`src/rtl/arm_pkg.sv`:
```
// Shared ARM-subset definitions: fetch FSM states, instruction field positions
// and PC arithmetic constants used by the fetch and decode logic.
package arm_pkg;

    typedef enum logic [1:0] {
        FETCH = 2'd0,
        EXEC  = 2'd1,
        ERROR = 2'd2
    } fetch_state_t;

    localparam int COND_MSB    = 31;
    localparam int COND_LSB    = 28;
    localparam int OP_MSB      = 27;
    localparam int OP_LSB      = 26;
    localparam int FUNCT_MSB   = 25;
    localparam int FUNCT_LSB   = 20;
    localparam int RD_MSB      = 15;
    localparam int RD_LSB      = 12;
    localparam int INSTR74_MSB = 7;
    localparam int INSTR74_LSB = 4;

    localparam logic [31:0] PC_STEP        = 32'd4;
    localparam logic [31:0] PC_READ_OFFSET = 32'd8;

    localparam logic [3:0] COND_AL = 4'b1110;

endpackage

```
`src/rtl/instr_field_decode.sv`:
```
// Purely combinational slicer from an instruction word to the fields the
// Controller consumes.
module instr_field_decode
    import arm_pkg::*;
(
    input  logic [31:0] instr,
    output logic [3:0]  cond,
    output logic [1:0]  op,
    output logic [5:0]  funct,
    output logic [3:0]  rd,
    output logic [3:0]  instr74
);

    // Register-number and immediate bits not named here belong to later stages.
    logic unused_bits_s;

    assign cond    = instr[COND_MSB:COND_LSB];
    assign op      = instr[OP_MSB:OP_LSB];
    assign funct   = instr[FUNCT_MSB:FUNCT_LSB];
    assign rd      = instr[RD_MSB:RD_LSB];
    assign instr74 = instr[INSTR74_MSB:INSTR74_LSB];

    assign unused_bits_s = &{1'b0, instr[19:16], instr[11:8], instr[3:0]};

endmodule

```
`src/rtl/fetch_unit.sv`:
```
// Instruction fetch stage: PC, req/ack memory handshake and instruction register.
// Optional fetch timeout with sticky error enabled by FETCH_TIMEOUT_EN.
module fetch_unit
    import arm_pkg::*;
#(
    parameter logic [31:0] RESET_PC = 32'h0000_0000,
    parameter int          MAX_WAIT = 15
) (
    input  logic        clk,
    input  logic        reset,
    output logic        imem_req,
    output logic [31:0] imem_addr,
    input  logic        imem_ack,
    input  logic [31:0] imem_rdata,
    input  logic        stall,
    input  logic        pc_src,
    input  logic [31:0] branch_target,
    output logic        instr_valid,
    output logic [31:0] instr,
    output logic [31:0] pc,
    output logic [31:0] pc_plus8,
    output logic [3:0]  cond,
    output logic [1:0]  op,
    output logic [5:0]  funct,
    output logic [3:0]  rd,
    output logic [3:0]  instr74,
    output logic        fetch_err
);

    fetch_state_t state_r, state_s;
    logic [31:0]  pc_r, pc_s;
    logic [31:0]  ir_r, ir_s;
    logic         imem_req_r;
    logic         instr_valid_r;
    logic         fetch_err_r;
    logic         unused_cfg_s;

`ifdef FETCH_TIMEOUT_EN
    localparam int            WAIT_W    = $clog2(MAX_WAIT + 1);
    localparam logic [WAIT_W-1:0] WAIT_LAST = WAIT_W'(MAX_WAIT - 1);
    logic [WAIT_W-1:0] wait_r, wait_s;
`endif

    // Next-state, next-PC and IR capture logic.
    always_comb begin
        state_s = state_r;
        pc_s    = pc_r;
        ir_s    = ir_r;
`ifdef FETCH_TIMEOUT_EN
        wait_s  = '0;
`endif
        case (state_r)
            FETCH: begin
                if (imem_ack) begin
                    ir_s    = imem_rdata;
                    state_s = EXEC;
                end else begin
`ifdef FETCH_TIMEOUT_EN
                    // An ack in the final allowed cycle takes the branch above.
                    if (wait_r == WAIT_LAST) begin
                        state_s = ERROR;
                    end else begin
                        wait_s = wait_r + 1'b1;
                    end
`else
                    state_s = FETCH;
`endif
                end
            end
            EXEC: begin
                if (!stall) begin
                    pc_s    = pc_src ? {branch_target[31:2], 2'b00} : pc_r + PC_STEP;
                    state_s = FETCH;
                end else begin
                    state_s = EXEC;
                end
            end
            ERROR: begin
                state_s = ERROR;
            end
            default: begin
                state_s = FETCH;
            end
        endcase
    end

    // State, PC, IR and registered handshake/status outputs.
    always_ff @(posedge clk or posedge reset) begin
        if (reset) begin
            state_r       <= FETCH;
            pc_r          <= RESET_PC;
            ir_r          <= 32'h0000_0000;
            imem_req_r    <= 1'b1;
            instr_valid_r <= 1'b0;
            fetch_err_r   <= 1'b0;
        end else begin
            state_r       <= state_s;
            pc_r          <= pc_s;
            ir_r          <= ir_s;
            imem_req_r    <= (state_s == FETCH);
            instr_valid_r <= (state_s == EXEC);
            fetch_err_r   <= (state_s == ERROR);
        end
    end

`ifdef FETCH_TIMEOUT_EN
    // Fetch wait counter.
    always_ff @(posedge clk or posedge reset) begin
        if (reset) begin
            wait_r <= '0;
        end else begin
            wait_r <= wait_s;
        end
    end
`endif

    instr_field_decode u_decode (
        .instr   (ir_r),
        .cond    (cond),
        .op      (op),
        .funct   (funct),
        .rd      (rd),
        .instr74 (instr74)
    );

    assign imem_req    = imem_req_r;
    assign imem_addr   = pc_r;
    assign instr_valid = instr_valid_r;
    assign instr       = ir_r;
    assign pc          = pc_r;
    assign pc_plus8    = pc_r + PC_READ_OFFSET;
    assign fetch_err   = fetch_err_r;

    // Target alignment bits are discarded; MAX_WAIT only matters with the timeout.
    assign unused_cfg_s = &{1'b0, branch_target[1:0], (MAX_WAIT > 0)};

endmodule

```
`config.mk`:
```
export PLATFORM = sky130hd
export DESIGN_NAME = fetch_unit
export DESIGN_NICKNAME = d
export VERILOG_FILES = /design/src/rtl/arm_pkg.sv /design/src/rtl/instr_field_decode.sv /design/src/rtl/fetch_unit.sv
export SDC_FILE = /design/constraint.sdc
export NUM_CORES = 1
export LEC_CHECK = 0
export ABC_AREA = 1
export ABC_CLOCK_PERIOD_IN_PS = 4600
export BUFFER_PORTS_ARGS = -buffer_cell sky130_fd_sc_hd__buf_2
export CORE_UTILIZATION = 43
export DETAILED_ROUTE_END_ITERATION = 10
export GPL_TIMING_DRIVEN = 0
export PLACE_DENSITY = 0.76
export SYNTH_ARGS = -nofsm -noshare
export SYNTH_HDL_FRONTEND = slang
export SYNTH_HIERARCHICAL = 1
export SYNTH_SLANG_ARGS = --single-unit
export TNS_END_PERCENT = 5
```
`constraint.sdc`:
```
create_clock -name clk -period 4.6 [get_ports clk]
set_input_delay 0.69 -clock clk [delete_from_list [all_inputs] [get_ports clk]]
set_output_delay 0.69 -clock clk [all_outputs]
set_load 0.03 [all_outputs]
```
==> After elaboration in Yosys (flattened, before gate mapping) <==
Index checks and enable logic that the tools add are counted.
{ "totals": {"reg_bits": 69, "input_bits": 69, "out_inout_bits": 151, "word_cells": 21} }
{ "classes": {"addsub": 2, "eq_ne": 4, "mux": 4, "n_bitwise": 1, "reduce_logical": 4} }
{ "ops": {"columns": ["op", "count"], "rows": [
  ["$add 32x3->32 const B", 1],
  ["$add 32x4->32 const B", 1],
  ["$mux 32", 1],
  ["$pmux 2 s3", 1],
  ["$eq 2x1->1 const B", 2],
  ["$eq 2x2->1 const B", 2],
  ["$logic_not 2->1", 2],
  ["$reduce_and 2->1", 2],
  ["$mux 1", 2],
  ["$not 1->1", 1]
]} }

==> Depth between registers and ports, before layout <==
Gate-level depths: netlist of run 1.
{ "logic_depth": {"word_depth": 3, "ltp_mapped": 11, "depth_no_buf": 11} }

==> By module <==
Netlist of run 1, hierarchy kept.
{ "modules_own_cells": {"columns": ["module", "n_inst", "cells_each", "area_per_inst_um2", "seq_area_each_um2"], "rows": [
  ["fetch_unit", 1, 566, 4340.4, 1677.9],
  ["instr_field_decode", 1, 20, 150.1, 0.0]
]} }

==> Least setup slack after synthesis of run 1 <==
No wires, ideal clock.
{ "synth_timing": {"kind": "reg2out", "from": "register pc_r[4], in the netlist imem_addr[4]", "to": "output pc_plus8[27]", "arrival_ns": 1.964, "required_time_ns": 3.910, "path_slack_ns": 1.946, "path_stages_with_launch": 8, "path_buffers": 0, "cell_sequence": "dfrtp_1 > ha_1 > inv_1 > nor2_2 > nand2_2 > nor3_2 > nand2_1 > xor2_1"} }
{ "synth_between": {"elab_chain_cells": 1} }
{ "synth_rtl": {"columns": ["item", "line_no", "text"], "rows": [
  ["start: declaration", "fetch_unit.sv:31", "logic [31:0] pc_r, pc_s;"],
  ["start signal: assignment", "fetch_unit.sv:98", "pc_r <= pc_s;"],
  ["$add 32x4->32", "fetch_unit.sv:131", "assign pc_plus8 = pc_r + PC_READ_OFFSET;"],
  ["end: declaration", "fetch_unit.sv:21", "output logic [31:0] pc_plus8,"]
]} }
Every way passes these cells.

==> Worst setup path in the final report of run 1 <==
Same ends and word-level chain as after synthesis.

==> impl_metrics.tcl, run 1 <==
set metrics [dict create \
    outcome "completed" \
    slew_headroom_pct 42.79 \
    cts-buffers-inserted 9 \
    insertion_delay_ns 0.35 \
    critPathMaxFanout 8 \
    synth_flop_cell "dfrtp_1" \
    clkSinkCount 67 \
    synth_top_family_by_area "simple AND/OR/NAND/NOR gates" \
    routedWlPerCell_um 14.40 \
    grt_pass1_wl_mm 22.09 \
    syn-instance-count 586 \
    slowest_delay_ns 0.48 \
    gp_congestion 0.8925 \
    ys_seq_area_share_pct 37.36 \
    crit_type "flop to output port" \
    synthMuxAreaShare_pct 8.025 \
    dpl_cell_area_um2 5729 \
    drive_gt1_share_pct 43.21 \
    period_share_pct 65.70 \
    p_leak_nw 3.121 \
    antenna_found_initial 0 \
    required_ns 3.91 \
    finalHoldViolations 0 \
    clockBufferDepth 2 \
    io_pins 220 \
    cts_tree "built" \
    fmax_ghz 0.3309 \
    drc 0 \
    first_global_vias 4374 \
    final_area_um2 5952 \
    ir_worst_vdd_uv 354.8 \
    cts_setup_buffers 0 \
    initial_utilization_pct 45.11 \
    synth_adder_area_share_pct 0.5573 \
    yosysWarnings 6 \
    hold_depth 1 \
    min_period_ns 3.022 \
    synth-xor-area-share_pct 5.461 \
    core_um2 9955 \
    start_kind "flop" \
    end_kind "output port" \
    synth_edf_count 0 \
    drt-vias-per-instance 4.947 \
    r2r_cells 10 \
    final_nets 883 \
    antenna_left 0 \
    skew_ns 0.01230 \
    drv_cap 0 \
    critPathBufInv 2 \
    worstHoldStart "instr[16]" \
    die_area_um2 10860 \
    path_depth 8 \
    synthSimpleGateAreaFrac_pct 28.11 \
    wirelength_mm 13.68 \
    timing.rr.end "imem_addr[20]" \
    crit_slowest_cell "dfrtp_1" \
    reg2reg_from "imem_addr[2]" \
    antenna-diode-count 0 \
    synth_compound_gate_area_share_pct 5.350 \
    holdCritPathClass "flop to flop" \
    track_usage_pct 25.76 \
    via_count 4700 \
    cp_top_family "simple AND/OR/NAND/NOR gates" \
    htreeDepth 3 \
    hpwl_mm 10.49 \
    mappedNetlistArea_um2 4491 \
    synthArstFlopShare_pct 100.0 \
    area.growth.synth_to_final_pct 32.54 \
    tightest_slew_ns 0.8582 \
    die_width_um 104.2 \
    postCtsHoldBufs 0 \
    crit_arrival_ns 2.33 \
    drt_iter0_markers 283 \
    synth_seq_cells 67 \
    cts_resized 0 \
    rrSetupSlack_ns 2.52 \
    grt_overflow 0 \
    syn_avg_cell_area_um2 7.663 \
    die_h_um 104.2 \
    yosysUniqueCellTypes 30 \
    drv_slew 0 \
    port_buffers 210 \
    cellPowerDensity_nw_per_um2 580.2 \
    rsz0062_at_grt "false" \
    hold_end "instr[16]" \
    fp-row-count 36 \
    drtPass1Iterations 5 \
    path_cells "ha_1, inv_1, nor2_2, nand2_2, nor3_2, nand2_1, xor2_1, buf_2" \
    setup_tns_ns 0 \
    finalSetupViolations 0 \
    cts_root_buffer "clkbuf_8" \
    clkSlewWorstSetupHoldPaths_ns 0.08 \
    grt_max_degree 68 \
]
area by class of cell:
class	count	area, um2
buffer	74	506.7
clock buffer	9	123.9
clock inverter	7	98.84
fill	946	4003
inverter	45	171.4
multi-input combinational	405	2156
sequential	67	1678
tap	133	166.4
timing repair buffer	210	1051
metrics by stage:
stage	setup WS, ns	instances	hold WS, ns	total power, W	util [%]
global route	1.374	950	0.5302	0.003635	59.79
floorplan	1.946	591	0.4677	0.002341	-
global placement	1.316	934	0.4823	0.002862	57.53
CTS	1.590	950	0.5084	0.003473	59.79
detailed placement	1.969	934	0.4897	0.002896	57.55
finish	1.578	950	0.5029	0.003453	59.79
placed cells by master, fill, tap and decap left out, types with 3 or more instances in the layout:
cell and n:
conb_1 6, nor2_2 13, nor2_4 5, buf_2 219, nor2_1 72, clkbuf_8 9
nand2_1 151, xor2_1 26, o22ai_1 3, clkbuf_1 7, o21ai_0 18, inv_1 44
mux2_2 32, nand2_2 7, nand3_1 42, dfrtp_1 66, a21oi_1 12, buf_4 58
worst register-to-register path, cell delays in order, from the launching register on:
cell	delay, ns
dfrtp_1	0.63
ha_1	0.27
nand3_1	0.20
nor2_2	0.31
nand2_2	0.13
nor2_2	0.13
nand2_1	0.07
nand2_1	0.08
nand2_1	0.07
nand2_1	0.07
inv_1	0.03
cells in the mapped netlist (5+ instances only):
master	n	share of area, %
nand2_1	151	13
nor2_1	72	6.0
dfrtp_1	66	37
buf_4	58	9.7
inv_1	45	3.8
nand3_1	42	4.7
mux2_2	32	8.0
xor2_1	26	5.1
o21ai_0	18	2.0
nor2_2	13	1.8
a21oi_1	12	1.3
buf_2	9	1.0
clkbuf_1	7	0.59
nand2_2	7	0.98
nor2_4	5	1.3
state kept, by name (all words and copies together) (netlist names):
name / flops
state_r: 2
instr_valid: 1
instr: 32
imem_addr: 30
fetch_err: 1
imem_req: 1
layer usage:
metal  wire, um  global-route usage (%)  vias up
met2       6678                   43.10      239
li1           -                       -     2252
met5          0                       0        -
met3       1047                   3.070       28
met1       5629                   33.56     2181
met4        329                   11.12        0
where the power goes:
group          internal (W)  switching [W]  total, W
clock              0.000309       0.000257  0.000566
sequential         0.000737       0.000218  0.000955
combinational      0.000633        0.00130   0.00193
cell families after synthesis:
group	Yosys count
flops	67
buf+inv	119
simple gates	295
compound gates	42
fa+ha+maj	2
xor+xnor	28
other cells	1
mux	32
how the worst max path moves through the flow:
stage,to,from
after floorplan,pc_plus8[27],imem_addr[4]
after global placement,imem_addr[4],reset
final,pc_plus8[27],imem_addr[4]
after detailed placement,pc_plus8[27],imem_addr[4]
after global routing,pc_plus8[27],imem_addr[4]
after CTS,pc_plus8[27],imem_addr[4]
No activity file was read; power rests on OpenSTA's default activity.
==> inputs of run 2 (changes only) <==
Settings changed: ABC_CLOCK_PERIOD_IN_PS 4600 to 2600, CORE_UTILIZATION 43 to 42, PLACE_DENSITY 0.76 to 0.77.
Clock period 4.6 ns to 2.6 ns, I/O delays scaled along.
==> impl_metrics.tcl, run 2 (same netlist as run 1, synthesis figures left out) <==
set metrics [dict create \
    switching_power_w 0.003094 \
    slowest_delay_ns 0.46 \
    port_buffers 210 \
    grt_max_degree 68 \
    swShare_pct 51.54 \
    die_h_um 105.4 \
    cts_tree "built" \
    required_ns 2.21 \
    slew_headroom_pct 43.16 \
    track_usage_pct 23.77 \
    fmax_ghz 0.4008 \
    fp-row-count 37 \
    p_total_w 0.006003 \
    crit_slowest_cell "dfrtp_2" \
    cts-buffers-inserted 9 \
    clkSlewWorstSetupHoldPaths_ns 0.08 \
    area.growth.synth_to_final_pct 33.07 \
    clkSinkCount 67 \
    ir_worst_vdd_uv 703.6 \
    antenna_left 0 \
    path_cells "buf_4, nand3_1, nor2_4, nand2_1, nor2_1, xor2_1, buf_2" \
    start_kind "flop" \
    final_nets 886 \
    gp_congestion 0.9111 \
    postLayoutCoreUtil_pct 57.88 \
    pre_cts_ws_ns 0.2871 \
    drt_iter0_markers 234 \
    clockPowerShare_pct 14.3 \
    htreeDepth 3 \
    min_period_ns 2.495 \
    holdCritPathClass "primary input to asynchronous set/reset pin" \
    via_count 4602 \
    end_kind "output port" \
    setup_slack_ns 0.1052 \
    grt_pass1_wl_mm 20.57 \
    rsz0062_at_grt "true" \
    seqPwrFrac_pct 28.3 \
    use_met3_pct 4.082 \
    critPathMaxFanout 7 \
    hpwl_mm 9.974 \
    clockBufferDepth 2 \
    grtUsageMet1_pct 31.98 \
    drtPass1Iterations 5 \
    finalHoldViolations 0 \
    crit_arrival_ns 2.10 \
    skew_ns 0.01325 \
    outcome "completed" \
    die_area_um2 11110 \
    dpl_cell_area_um2 5733 \
    finalSetupViolations 0 \
    insertion_delay_ns 0.35 \
    cts_root_buffer "clkbuf_8" \
    drt-vias-per-instance 4.814 \
    initial_utilization_pct 43.50 \
    use_met2_pct 38.77 \
    largest_register_ffs 32 \
    final_area_um2 5976 \
    antenna_found_initial 0 \
    first_global_vias 4124 \
    crit_type "flop to output port" \
    combPwrFrac_pct 57.4 \
    grt_overflow 0 \
    final_common_cell "buf_2" \
    cellPowerDensity_nw_per_um2 1005 \
    setup_tns_ns 0 \
    postCtsHoldBufs 0 \
    drv_cap 0 \
    p_leak_nw 3.126 \
    drive_gt1_share_pct 44.02 \
    tightest_slew_ns 0.8527 \
    antenna-diode-count 0 \
    wirelength_mm 13.15 \
    grt_busiest_layer "met2" \
    period_share_pct 95.95 \
    core_um2 10320 \
    io_pins 220 \
    drv_slew 0 \
    die_width_um 105.4 \
    drc 0 \
    final_cell_mix "buf_2 (218), nand2_1 (151), nor2_1 (72), buf_4 (62), dfrtp_1 (60)" \
    p_int_w 0.002909 \
    routedWlPerCell_um 13.76 \
]
run 2: cell types whose count changed in the layout (fill, tap and decap cells not counted), sizes merged:
cell / change
buf: +3
clkbuf: +2
inv: -2
bufinv: -1
clkinvlp: +1
run 2: path summary, 6_finish.rpt:
| kind | startpoint | slack [ns] | endpoint | depth (start not counted) |
|---|---|---|---|---|
| worst max-delay path | imem_addr[3] | 0.11 | pc_plus8[20] | 7 |
| worst min-delay path | reset | 0.21 | imem_addr[3] | 2 |
| worst max register to register | imem_addr[2] | 0.54 | imem_addr[12] | 7 |
| worst min register to register | instr[8] | 0.50 | instr[8] | 1 |
| max in group asynchronous | reset | 1.77 | imem_addr[15] | 2 |
| min in group clk | imem_rdata[27] | 0.26 | instr[27] | 2 |
run 2: cell type report:
class | count | area, um2
Inverter | 45 | 171.4
Multi-Input combinational cell | 405 | 2180
Fill cell | 1025 | 4348
Timing Repair Buffer | 213 | 1076
Sequential cell | 67 | 1685
Clock buffer | 11 | 131.4
Buffer | 74 | 506.7
Clock inverter | 5 | 55.05
Tap cell | 136 | 170.2
run 2: per-layer routing:
metal / wire length (um) / vias to the layer above
met5: 0 / -
met4: 244 / 0
met3: 938 / 18
met2: 6184 / 194
met1: 5784 / 2145
li1: - / 2245
run 2: repair_timing:
| action | in CTS | in global routing |
|---|---|---|
| endpoints found under the setup margin | 2 | 9 |
| gates resized for setup | 3 | 9 |
| setup buffers | 0 | 3 |
| pin swaps | 0 | 1 |
run 2: worst max-delay path: cells and delay by family (launching register included):
kind | cells | cell delay (ns)
xor+xnor | 1 | 0.19
simple gates | 4 | 0.73
flops | 1 | 0.46
buf+inv | 2 | 0.37
run 2: power by group through the flow:
| stage | registers, W | logic [W] | clock network [W] |
|---|---|---|---|
| floorplan | 0.00214 | 0.00201 | 0 |
| global placement | 0.00170 | 0.00336 | 0 |
| detailed placement | 0.00171 | 0.00338 | 0 |
| CTS | 0.00170 | 0.00339 | 0.000869 |
| global route | 0.00175 | 0.00366 | 0.000914 |
| finish | 0.00170 | 0.00344 | 0.000859 |
run 2: metrics by stage:
step           cells  hold slack (ns)
5_1_grt          956           0.2518
4_1_cts          953           0.2486
2_1_floorplan    591           0.4677
6_report         956           0.2102
3_5_place_dp     937           0.4877
3_3_place_gp     937           0.4834
